`src/rtl/instr_fetch_ctrl.sv`:
```
// Instruction-fetch sequencer: owns the fetch PC, issues word-aligned reads
// over a req/gnt + rvalid handshake, buffers each returned instruction for
// decode and squashes in-flight fetches when execute redirects the PC.
module instr_fetch_ctrl #(
  parameter int unsigned          ADDR_W   = 64,
  parameter int unsigned          INSTR_W  = 32,
  parameter logic [ADDR_W-1:0]    RESET_PC = '0
) (
  input  logic               clk,
  input  logic               reset,
  input  logic               redirect_valid,
  input  logic [ADDR_W-1:0]  redirect_pc,
  output logic               mem_req,
  output logic [ADDR_W-1:0]  mem_addr,
  input  logic               mem_gnt,
  input  logic               mem_rvalid,
  input  logic [INSTR_W-1:0] mem_rdata,
  output logic               inst_valid,
  input  logic               inst_ready,
  output logic [INSTR_W-1:0] inst_data,
  output logic [ADDR_W-1:0]  inst_pc,
  output logic               misalign_err
);

  typedef enum logic [1:0] {
    REQ  = 2'd0,
    WAIT = 2'd1,
    HOLD = 2'd2
  } state_e;

  // The reset PC is forced onto a word boundary so mem_addr[1:0] stays 0.
  localparam logic [ADDR_W-1:0] RESET_PC_ALIGNED = {RESET_PC[ADDR_W-1:2], 2'b00};

  state_e               state_q, state_d;
  logic [ADDR_W-1:0]    fetch_pc_q, fetch_pc_d;
  logic                 drop_q, drop_d;
  logic                 mem_req_q, mem_req_d;
  logic [ADDR_W-1:0]    mem_addr_q, mem_addr_d;
  logic                 inst_valid_q, inst_valid_d;
  logic [INSTR_W-1:0]   inst_data_q, inst_data_d;
  logic [ADDR_W-1:0]    inst_pc_q, inst_pc_d;
  logic                 misalign_err_q, misalign_err_d;

  logic [ADDR_W-1:0]    redirect_target;
  logic [ADDR_W-1:0]    next_seq_pc;
  logic                 granted;

  assign redirect_target = {redirect_pc[ADDR_W-1:2], 2'b00};
  assign next_seq_pc     = fetch_pc_q + ADDR_W'(4);
  // A grant only counts while our request is actually on the bus.
  assign granted         = mem_req_q & mem_gnt;

  // Next-state logic: normal sequencing first, then redirect overrides it.
  always_comb begin
    state_d        = state_q;
    fetch_pc_d     = fetch_pc_q;
    drop_d         = drop_q;
    mem_req_d      = mem_req_q;
    mem_addr_d     = mem_addr_q;
    inst_valid_d   = inst_valid_q;
    inst_data_d    = inst_data_q;
    inst_pc_d      = inst_pc_q;
    misalign_err_d = 1'b0;

    unique case (state_q)
      REQ: begin
        if (!mem_req_q) begin
          mem_req_d  = 1'b1;
          mem_addr_d = fetch_pc_q;
        end else if (mem_gnt) begin
          mem_req_d = 1'b0;
          state_d   = WAIT;
        end
      end
      WAIT: begin
        if (mem_rvalid) begin
          if (drop_q) begin
            drop_d     = 1'b0;
            state_d    = REQ;
            mem_req_d  = 1'b1;
            mem_addr_d = fetch_pc_q;
          end else begin
            inst_data_d  = mem_rdata;
            inst_pc_d    = fetch_pc_q;
            inst_valid_d = 1'b1;
            state_d      = HOLD;
          end
        end
      end
      HOLD: begin
        if (inst_ready) begin
          inst_valid_d = 1'b0;
          fetch_pc_d   = next_seq_pc;
          state_d      = REQ;
          mem_req_d    = 1'b1;
          mem_addr_d   = next_seq_pc;
        end
      end
      default: begin
        state_d = REQ;
      end
    endcase

    if (redirect_valid) begin
      fetch_pc_d     = redirect_target;
      misalign_err_d = |redirect_pc[1:0];
      unique case (state_q)
        REQ: begin
          if (granted) begin
            mem_req_d = 1'b0;
            drop_d    = 1'b1;
            state_d   = WAIT;
          end else begin
            mem_req_d  = 1'b1;
            mem_addr_d = redirect_target;
            state_d    = REQ;
          end
        end
        WAIT: begin
          if (mem_rvalid) begin
            drop_d       = 1'b0;
            inst_valid_d = inst_valid_q;
            inst_data_d  = inst_data_q;
            inst_pc_d    = inst_pc_q;
            state_d      = REQ;
            mem_req_d    = 1'b1;
            mem_addr_d   = redirect_target;
          end else begin
            drop_d = 1'b1;
          end
        end
        HOLD: begin
          inst_valid_d = 1'b0;
          state_d      = REQ;
          mem_req_d    = 1'b1;
          mem_addr_d   = redirect_target;
        end
        default: begin
          state_d = REQ;
        end
      endcase
    end
  end

  // State and registered outputs; reset returns straight to the request phase.
  always_ff @(posedge clk or posedge reset) begin
    if (reset) begin
      state_q        <= REQ;
      fetch_pc_q     <= RESET_PC_ALIGNED;
      drop_q         <= 1'b0;
      mem_req_q      <= 1'b0;
      mem_addr_q     <= '0;
      inst_valid_q   <= 1'b0;
      inst_data_q    <= '0;
      inst_pc_q      <= '0;
      misalign_err_q <= 1'b0;
    end else begin
      state_q        <= state_d;
      fetch_pc_q     <= fetch_pc_d;
      drop_q         <= drop_d;
      mem_req_q      <= mem_req_d;
      mem_addr_q     <= mem_addr_d;
      inst_valid_q   <= inst_valid_d;
      inst_data_q    <= inst_data_d;
      inst_pc_q      <= inst_pc_d;
      misalign_err_q <= misalign_err_d;
    end
  end

  assign mem_req      = mem_req_q;
  assign mem_addr     = mem_addr_q;
  assign inst_valid   = inst_valid_q;
  assign inst_data    = inst_data_q;
  assign inst_pc      = inst_pc_q;
  assign misalign_err = misalign_err_q;

endmodule

```
`config.mk`:
```
export PLATFORM = sky130hd
export DESIGN_NAME = instr_fetch_ctrl
export DESIGN_NICKNAME = d
export VERILOG_FILES = /design/src/rtl/instr_fetch_ctrl.sv
export SDC_FILE = /design/constraint.sdc
export NUM_CORES = 1
export LEC_CHECK = 0
export ABC_CLOCK_PERIOD_IN_PS = 20200
export BUFFER_PORTS_ARGS = -buffer_cell sky130_fd_sc_hd__buf_4
export CAP_MARGIN = 5
export CORE_ASPECT_RATIO = 1.2
export CORE_MARGIN = 10
export CORE_UTILIZATION = 57
export DETAILED_ROUTE_END_ITERATION = 16
export HOLD_SLACK_MARGIN = 0.03
export PLACE_DENSITY_LB_ADDON = 0.25
export SYNTH_ARGS = -nofsm -noshare
export SYNTH_HDL_FRONTEND = slang
export SYNTH_SLANG_ARGS = --single-unit
```
`constraint.sdc`:
```
create_clock -name clk -period 20.2 [get_ports clk]
set_clock_uncertainty 0.15 [all_clocks]
set_input_delay 4.04 -clock clk [delete_from_list [all_inputs] [get_ports clk]]
set_output_delay 4.04 -clock clk [all_outputs]
set_load 0.005 [all_outputs]
```
==> results of run 1 <==
==> kinds of logic (layout without fill, tap and decap cells) <==
| group | count (synthesis) | in the layout | share of synthesized area [%] |
|---|---|---|---|
| other cells | 1 | 4 | 0.0294 |
| buf+inv | 161 | 344 | 4.96 |
| fa+ha+maj | 5 | 5 | 0.491 |
| mux | 98 | 98 | 8.65 |
| compound gates | 365 | 365 | 18.4 |
| flops | 226 | 226 | 44.4 |
| xor+xnor | 97 | 97 | 6.67 |
| simple gates | 431 | 431 | 16.4 |
==> critical path, stage by stage <==
cell and delay (ps):
sky130_fd_sc_hd__buf_4 400, sky130_fd_sc_hd__clkinv_1 880, sky130_fd_sc_hd__a21oi_2 560, sky130_fd_sc_hd__buf_4 350
sky130_fd_sc_hd__a21oi_1 130, sky130_fd_sc_hd__o41ai_1 410
==> cell usage after synthesis (9+ instances only) <==
cell type and count:
sky130_fd_sc_hd__a221oi_1 19, sky130_fd_sc_hd__o21ai_0 128, sky130_fd_sc_hd__o22ai_1 12, sky130_fd_sc_hd__a21oi_1 72, sky130_fd_sc_hd__nand2_1 181, sky130_fd_sc_hd__clkbuf_1 127, sky130_fd_sc_hd__and2_1 9, sky130_fd_sc_hd__o21a_1 9
sky130_fd_sc_hd__nor2_1 60, sky130_fd_sc_hd__xnor2_1 65, sky130_fd_sc_hd__nand3_1 33, sky130_fd_sc_hd__xor2_1 32, sky130_fd_sc_hd__nor3_1 40, sky130_fd_sc_hd__and4_1 9, sky130_fd_sc_hd__dfrtp_1 226, sky130_fd_sc_hd__a221o_1 15
sky130_fd_sc_hd__and3_1 15, sky130_fd_sc_hd__mux2_2 97, sky130_fd_sc_hd__inv_1 16, sky130_fd_sc_hd__o221ai_1 19, sky130_fd_sc_hd__nand4_1 39, sky130_fd_sc_hd__nor4_1 11, sky130_fd_sc_hd__a21o_1 10, sky130_fd_sc_hd__a22oi_1 24
==> where the power goes <==
| group | switching, uW | leakage (uW) | total [uW] | internal, uW |
|---|---|---|---|---|
| sequential | 130 | 0.00285 | 730 | 600 |
| combinational | 370 | 0.00345 | 758 | 388 |
| clock | 190 | 0.000448 | 512 | 322 |
==> flip-flops by register name, summed over array words and instances, names as in the netlist <==
register	flops
mem_req	1
drop_q	1
inst_pc	62
inst_valid	1
inst_data	32
state_q	2
fetch_pc_q	62
misalign_err	1
mem_addr	64
==> worst max-delay path by stage <==
stage                   startpoint            to  slack [ps]  cells after the start
floorplan                    reset        drop_q        9820                      1
finish              redirect_valid  mem_addr[62]       13650                      6
global route        redirect_valid  mem_addr[40]       13410                      8
global placement    redirect_valid  mem_addr[40]       13360                      8
CTS                 redirect_valid  mem_addr[42]       13780                      8
detailed placement  redirect_valid  mem_addr[42]       13250                      8
==> area by class of cell <==
class                      instances  area, um^2
clock inverter                    14         251
antenna                            2        5.00
timing repair buffer             283        2120
multi-input combinational        998        6490
clock buffer                      29         661
sequential                       226        5660
tap                              274         343
fill                            1712        6250
inverter                          18        75.1
==> per-layer routing <==
layer  part of all wire (%)  wire, um
met1                     37     15600
met2                     47     19900
met3                     12      5180
met4                    4.4      1880
met5                      0         0
==> metrics by stage <==
| step | worst slack [ps] | power (uW) | hold WS [ps] |
|---|---|---|---|
| 5_1_grt | 13410 | 2110 | 365 |
| 3_3_place_gp | 13360 | 1460 | 319 |
| 3_5_place_dp | 13250 | 1490 | 328 |
| 6_report | 13650 | 2000 | 336 |
| 2_1_floorplan | 9820 | 1100 | 323 |
| 4_1_cts | 13780 | 2010 | 343 |
==> out/results.txt, run 1 <==
The mean cell area of the mapped netlist is 9.21 um^2, and the achievable clock frequency is 153 MHz. The tool flagged a number of max-cap violations equal to 0. The maximum fanout along the worst path is 51. The first TritonRoute pass finished after 7 iterations.

The worst setup path is of the in2reg kind. The worst setup path is captured at a register. TritonCTS built the clock tree.

For this run, the total global-route usage over all layers was measured as 28.9%. The worst-case register-to-register setup slack is 16870 ps, and the transition at the pin with the smallest max-transition slack is 1120 ps. The die covers 28800 um^2. The startpoint kind of the worst setup timing path was an input pin.

The vias per cell was 6.45. Summed over its instances, the top area cell type makes up 44.4% of the synthesized netlist area. The first-pass GRT wire length is 67000 um, and the cell count after placement is 1799. The most used flip-flop cell after synthesis is sky130_fd_sc_hd__dfrtp_1. Dividing the final minimum period by the clock period gives 32.4%. The clock period could shrink to 6550 ps.

The run gives 15600 um^2 as the cell area after layout. Clock tree synthesis found a total of 226 sinks. The worst hold path terminates at mem_addr[4]. The post-synthesis register bit count was 226. Global routing consumed, on the met3 layer, 7.72% of the routing resources. By area the synthesized netlist is led by sky130_fd_sc_hd__dfrtp_1 44%, sky130_fd_sc_hd__mux2_2 8.6%, sky130_fd_sc_hd__nand2_1 5.3%, sky130_fd_sc_hd__o21ai_0 5.0%, sky130_fd_sc_hd__xnor2_1 4.5%.

After the last flow step, the layout net total stands at 1659. For the number of H-tree levels, the log shows 1. For met1 alone, demand over resource in global routing was 36.1%.

Initial antenna violation count: 2. For the endpoint arrival time on the critical path, the log shows 6800 ps. After floorplanning, the core was sized to cover 21900 um^2. In the layout the commonest cells are 283 x sky130_fd_sc_hd__buf_4, 226 x sky130_fd_sc_hd__dfrtp_1, 181 x sky130_fd_sc_hd__nand2_1.

For the worst-skew pair, the clock arrives at the later sink with an insertion delay of 530 ps. Post-CTS timing repair inserted 0 buffers for setup. Number of standard-cell rows in the floorplan: 59.

For met2 alone, demand over resource in global routing was 46.4%. The post-detailed-route DRC marker count was 0. Summed over all instances, the cell type with the most area after synthesis is sky130_fd_sc_hd__dfrtp_1. The share of synthesized flip-flops with an asynchronous set or reset works out to 100%. The die span in x came out at 156 um. The tools report the total count of max-transition violations in the final report as 0.

Height of the die: 184 um. Area after detailed placement: 14700 um^2. The tools report the number of DRC markers in iteration 0 as 1350. The share of final-layout standard cells stronger than drive strength 1 is 28.4%. In this run the critical register-to-register path is launched from state_q[1]. The cell depth of the worst hold path was 2; the count of mapped cells out of synthesis was 1384.

Setup total negative slack on the finished layout was measured at 0 ps. The worst-case IR drop observed on VDD is 0.0000984 V. Compared with the post-synthesis result, the final layout area differs by 22.5%.

Data on the critical path is required at its endpoint by 20450 ps. Detailed routing inserted a total of 11902 vias. The starting density of the core is 58.3%. The remaining antenna violation count came out at 0. In this run the tool buffered the top-level ports with 262 buffer cells.

Measured against its own limit, the worst slew margin works out to 25.0%. The analysis attributes to cell leakage a power of 0.00674 uW. The final layout contains routed wiring with a total length of 42600 um.

For this run, the number of Yosys warnings is 0. During I/O placement, the number of pins put on the boundary was 265. The number of hold-repair buffers added at the cts stage came out at 0. TritonCTS created 25 clock buffers.

The logs give 0 for the number of resized instances in the post-cts repair step and 0 for the setup violation total in the final timing report. Of the synthesized area, sequential elements account for 44.4%. The clock transition at the registers of the reported paths is 60 ps. For the worst flop-to-flop path, the logic depth is 6. Setup repair after global routing left no endpoint under its margin. met2 is the most crowded layer. The post-synthesis cell type count came out at 68. The worst register-to-register path ends at mem_addr[16]. The hold violation total from the final report is 0.

The number of global-route vias before repair came out at 11801. Clock tree root driver cell: sky130_fd_sc_hd__clkbuf_16. The weighted congestion reported at the end of routability-driven placement is 0.928, and the post-detailed-route wirelength per cell is 23.1 um. The flow ran to the end, and the final reports show no timing, DRC or antenna violations. The cell area power density was 128 nW/um^2. The most common library cell in the layout ignoring fill and taps is sky130_fd_sc_hd__buf_4. The number of enable-type register cells in the synthesized netlist was 0.

After the flow finishes, the layout carries non-filler instances totaling 1844. The clock passes through at most 3 buffers. The total grt overflow was 0. The core occupancy in the finished layout is 71.4%, and the largest net degree at the start of global routing is 118.

The startpoint identified for the worst hold timing path is mem_addr[4]. The tightest min-delay check is of the reg2reg type. Detailed placement ended at an HPWL of 29100 um.

Summing every instance area after synthesis gives 12700 um^2.
Power figures use the tool's default switching activity.
==> run 2, diff against run 1 <==
Settings changed: ABC_CLOCK_PERIOD_IN_PS 20200 to 5500, CORE_UTILIZATION 57 to 50.
Clock period 20.2 ns to 5.5 ns, I/O delays scaled along.
==> out/results.txt, run 2 (same netlist as run 1, synthesis figures left out) <==
The I/O pin count was 265 (unchanged). The post-detailed-route wirelength per cell works out to 22.6 um (-2.3%). The most critical setup path has its startpoint at fetch_pc_q[9]. The worst flop-to-flop path startpoint is fetch_pc_q[9]. The total routed wire length on the met1 layer is 16200 um (+3.7%), and the net total in the final layout is 1656 (-0.18%). The detailed placer's ending HPWL is 29400 um (+1.0%).

The sum of met2 wire segment lengths after detailed routing came out at 20200 um (+1.7%). The library cell used most frequently in the layout, excluding fill and tap cells, is sky130_fd_sc_hd__buf_4. The tools report the setup TNS after final layout as 0 ps (unchanged).

The number of DRC markers in iteration 0 came out at 1300 (-3.7%). The startpoint kind of the worst setup timing path was a register. The total detailed-routing wirelength came out at 42700 um (+0.36%). Leaving out fill and tap cells, the most frequent cells in the layout are 279 x sky130_fd_sc_hd__buf_4, 226 x sky130_fd_sc_hd__dfrtp_1, 181 x sky130_fd_sc_hd__nand2_1. Height of the die: 195 um (+6.0%).

The run gives 0 (unchanged) as the setup violation total in the final timing report. TritonCTS built the clock tree. The logs give 0 (unchanged) for the post-CTS setup repair buffer count and 0 (unchanged) for the number of hold-repair buffers added at the cts stage. The tree is rooted in a sky130_fd_sc_hd__clkbuf_16. Number of sinks handled by clock tree synthesis: 226 (unchanged). Maximum fanout along the worst path: 10 (-80%). Relative to the synthesized area, the layout overhead comes to 22.7%. The total grt overflow is 0 (unchanged), and the number of global-route vias before repair is 11724 (-0.65%). The weighted congestion reported at the end of routability-driven placement was 0.896 (-3.4%); the initial antenna violation count was 4 (+2). Setup repair after global routing left no endpoint under its margin. The filler cell count is 2151 (+26%).

The tools report the tightest hold margin as 333 ps (-2.47 ps). The maximum ir drop on the vdd rail is 0.000322 V (+230%), and the switching fraction of total power is 34.8% (+0.33 points). The highest layer used for signal routing is met5. The endpoint arrival time on the critical path was 3930 ps (-2870 ps); the cell area power density was 464 nW/um^2 (+260%). The largest net degree at the start of global routing is 172 (+46%), and the post-detailed-route DRC marker count is 0 (unchanged). Starting density of the core: 51.2% (-7.2 points). The tools report the remaining antenna violation count as 0 (unchanged). The achievable clock frequency is 269 MHz, and the number of H-tree levels is 1 (unchanged). The vias per cell works out to 6.21 (-3.7%). The clock transition at the registers of the reported paths came out at 70 ps (about the same).

The post-layout total power was 7260 uW (+260%). STA classifies the critical path endpoint as a register. The tools report the area taken by flip-flops and latches as 5660 um^2 (unchanged). The smallest clock period supported by the final layout is computed as 3720 ps. The number of flip-flops in the largest register is 64 (unchanged).

The min-delay analysis places its worst path in the category reg2reg. The kind of critical path was reg2reg. The die span in x came out at 166 um (+5.9%). The run gives 0 (unchanged) as the hold violation total from the final report. The tools report the maximum root-to-sink buffer count as 3 (unchanged). The relative max-transition margin came out at 16.7% (-8.3 points). The leakage component of the power is 0.00671 uW (-0.47%), and the combined area of the multi-input logic cells is 6490 um^2 (about the same). The run gives 5700 ps (-14750 ps) as the data required time at the worst endpoint. Net switching power: 2530 uW (+270%). For the total number of vias, the log shows 11774 (-1.1%). The run gives 0 (unchanged) as the max capacitance violation total. For the clock network fraction of design power, the log shows 24.8% (-0.8 points). The logs give 38.2% (+0.3 points) for the logic gate share of total power and 4730 uW (+260%) for the cell-internal power. For the number of resized instances in the post-cts repair step, the log shows 0 (unchanged). The transition at the pin with the smallest max-transition slack came out at 1240 ps (+114 ps).

The number of buffers created by CTS is 24 (-4.0%), and the fraction of the cycle the final worst path needs is 67.7%. The share of final-layout standard cells stronger than drive strength 1 came out at 28.3% (-0.11 points). The number of standard-cell rows in the floorplan came out at 63 (+6.8%).

The total count of max-transition violations in the final report is 0 (unchanged). The worst hold path begins at mem_addr[0]. The placeable core area is 24900 um^2 (+14%), and the first-pass iteration count of the detailed router is 6 (-1).

The first-pass GRT wire length was 67200 um (+0.29%); the met3 wirelength from detailed routing was 4730 um (-8.5%). The flow ran to the end, and the final reports show no timing, DRC or antenna violations. Sequential share of power: 37.0% (+0.5 points). The area of the die is 32300 um^2 (+12%), and the number of buffers inserted by port buffering is 262 (unchanged). The worst-skew pair later-pin latency was 530 ps (about the same); the combined global-route utilization of all metal layers was 25.1% (-3.9 points).
run 2: final cells by class:
type | count | area share (%)
clock buffer | 33 | 4.58
inverter | 18 | 0.456
sequential | 226 | 36.2
tap | 325 | 2.60
multi-input combinational | 998 | 41.5
timing repair buffer | 281 | 13.6
clock inverter | 11 | 1.04
antenna | 3 | 0.0480
run 2: power groups by stage:
stage,combinational (uW),clock [uW],sequential [uW]
6_report,2770,1800,2690
2_1_floorplan,1470,0,2570
5_1_grt,3020,1900,2760
3_3_place_gp,2700,0,2680
3_5_place_dp,2770,0,2700
4_1_cts,2780,1820,2680
run 2: worst paths after layout:
path / cells after the start / to / slack [ps]
setup / recovery: 6 / mem_addr[61] / 1780
hold / removal: 1 / mem_addr[0] / 330
setup reg to reg: 6 / mem_addr[61] / 1780
hold reg to reg: 1 / mem_addr[0] / 330
max in group asynchronous: 3 / inst_pc[63] / 3720
min in group asynchronous: 3 / inst_pc[15] / 640
run 2: metrics by stage:
stage | instances | worst slack [ps] | instance area (um^2) | util (%)
final | 1895 | 1780 | 15600 | 62.8
after global routing | 1895 | 1700 | 15600 | 62.8
after CTS | 1892 | 1920 | 15600 | 62.8
after detailed placement | 1848 | 1830 | 14800 | 59.2
after global placement | 1848 | 1900 | 14800 | 59.2
after floorplan | 1385 | 1300 | 12800 | -
run 2: worst max-delay path, stage by stage (launching register included):
cell and delay [ps]:
sky130_fd_sc_hd__dfrtp_1 530, sky130_fd_sc_hd__nand4_1 320, sky130_fd_sc_hd__nor4_2 1110, sky130_fd_sc_hd__nand4_1 640, sky130_fd_sc_hd__o31a_1 460, sky130_fd_sc_hd__o21ai_0 200, sky130_fd_sc_hd__a31oi_1 120
run 2: per-layer routing:
layer	GRT usage, %	up-vias
li1	-	5303
met1	31.1	5660
met2	40.3	703
met3	7.00	106
met4	10.1	2
met5	0	-
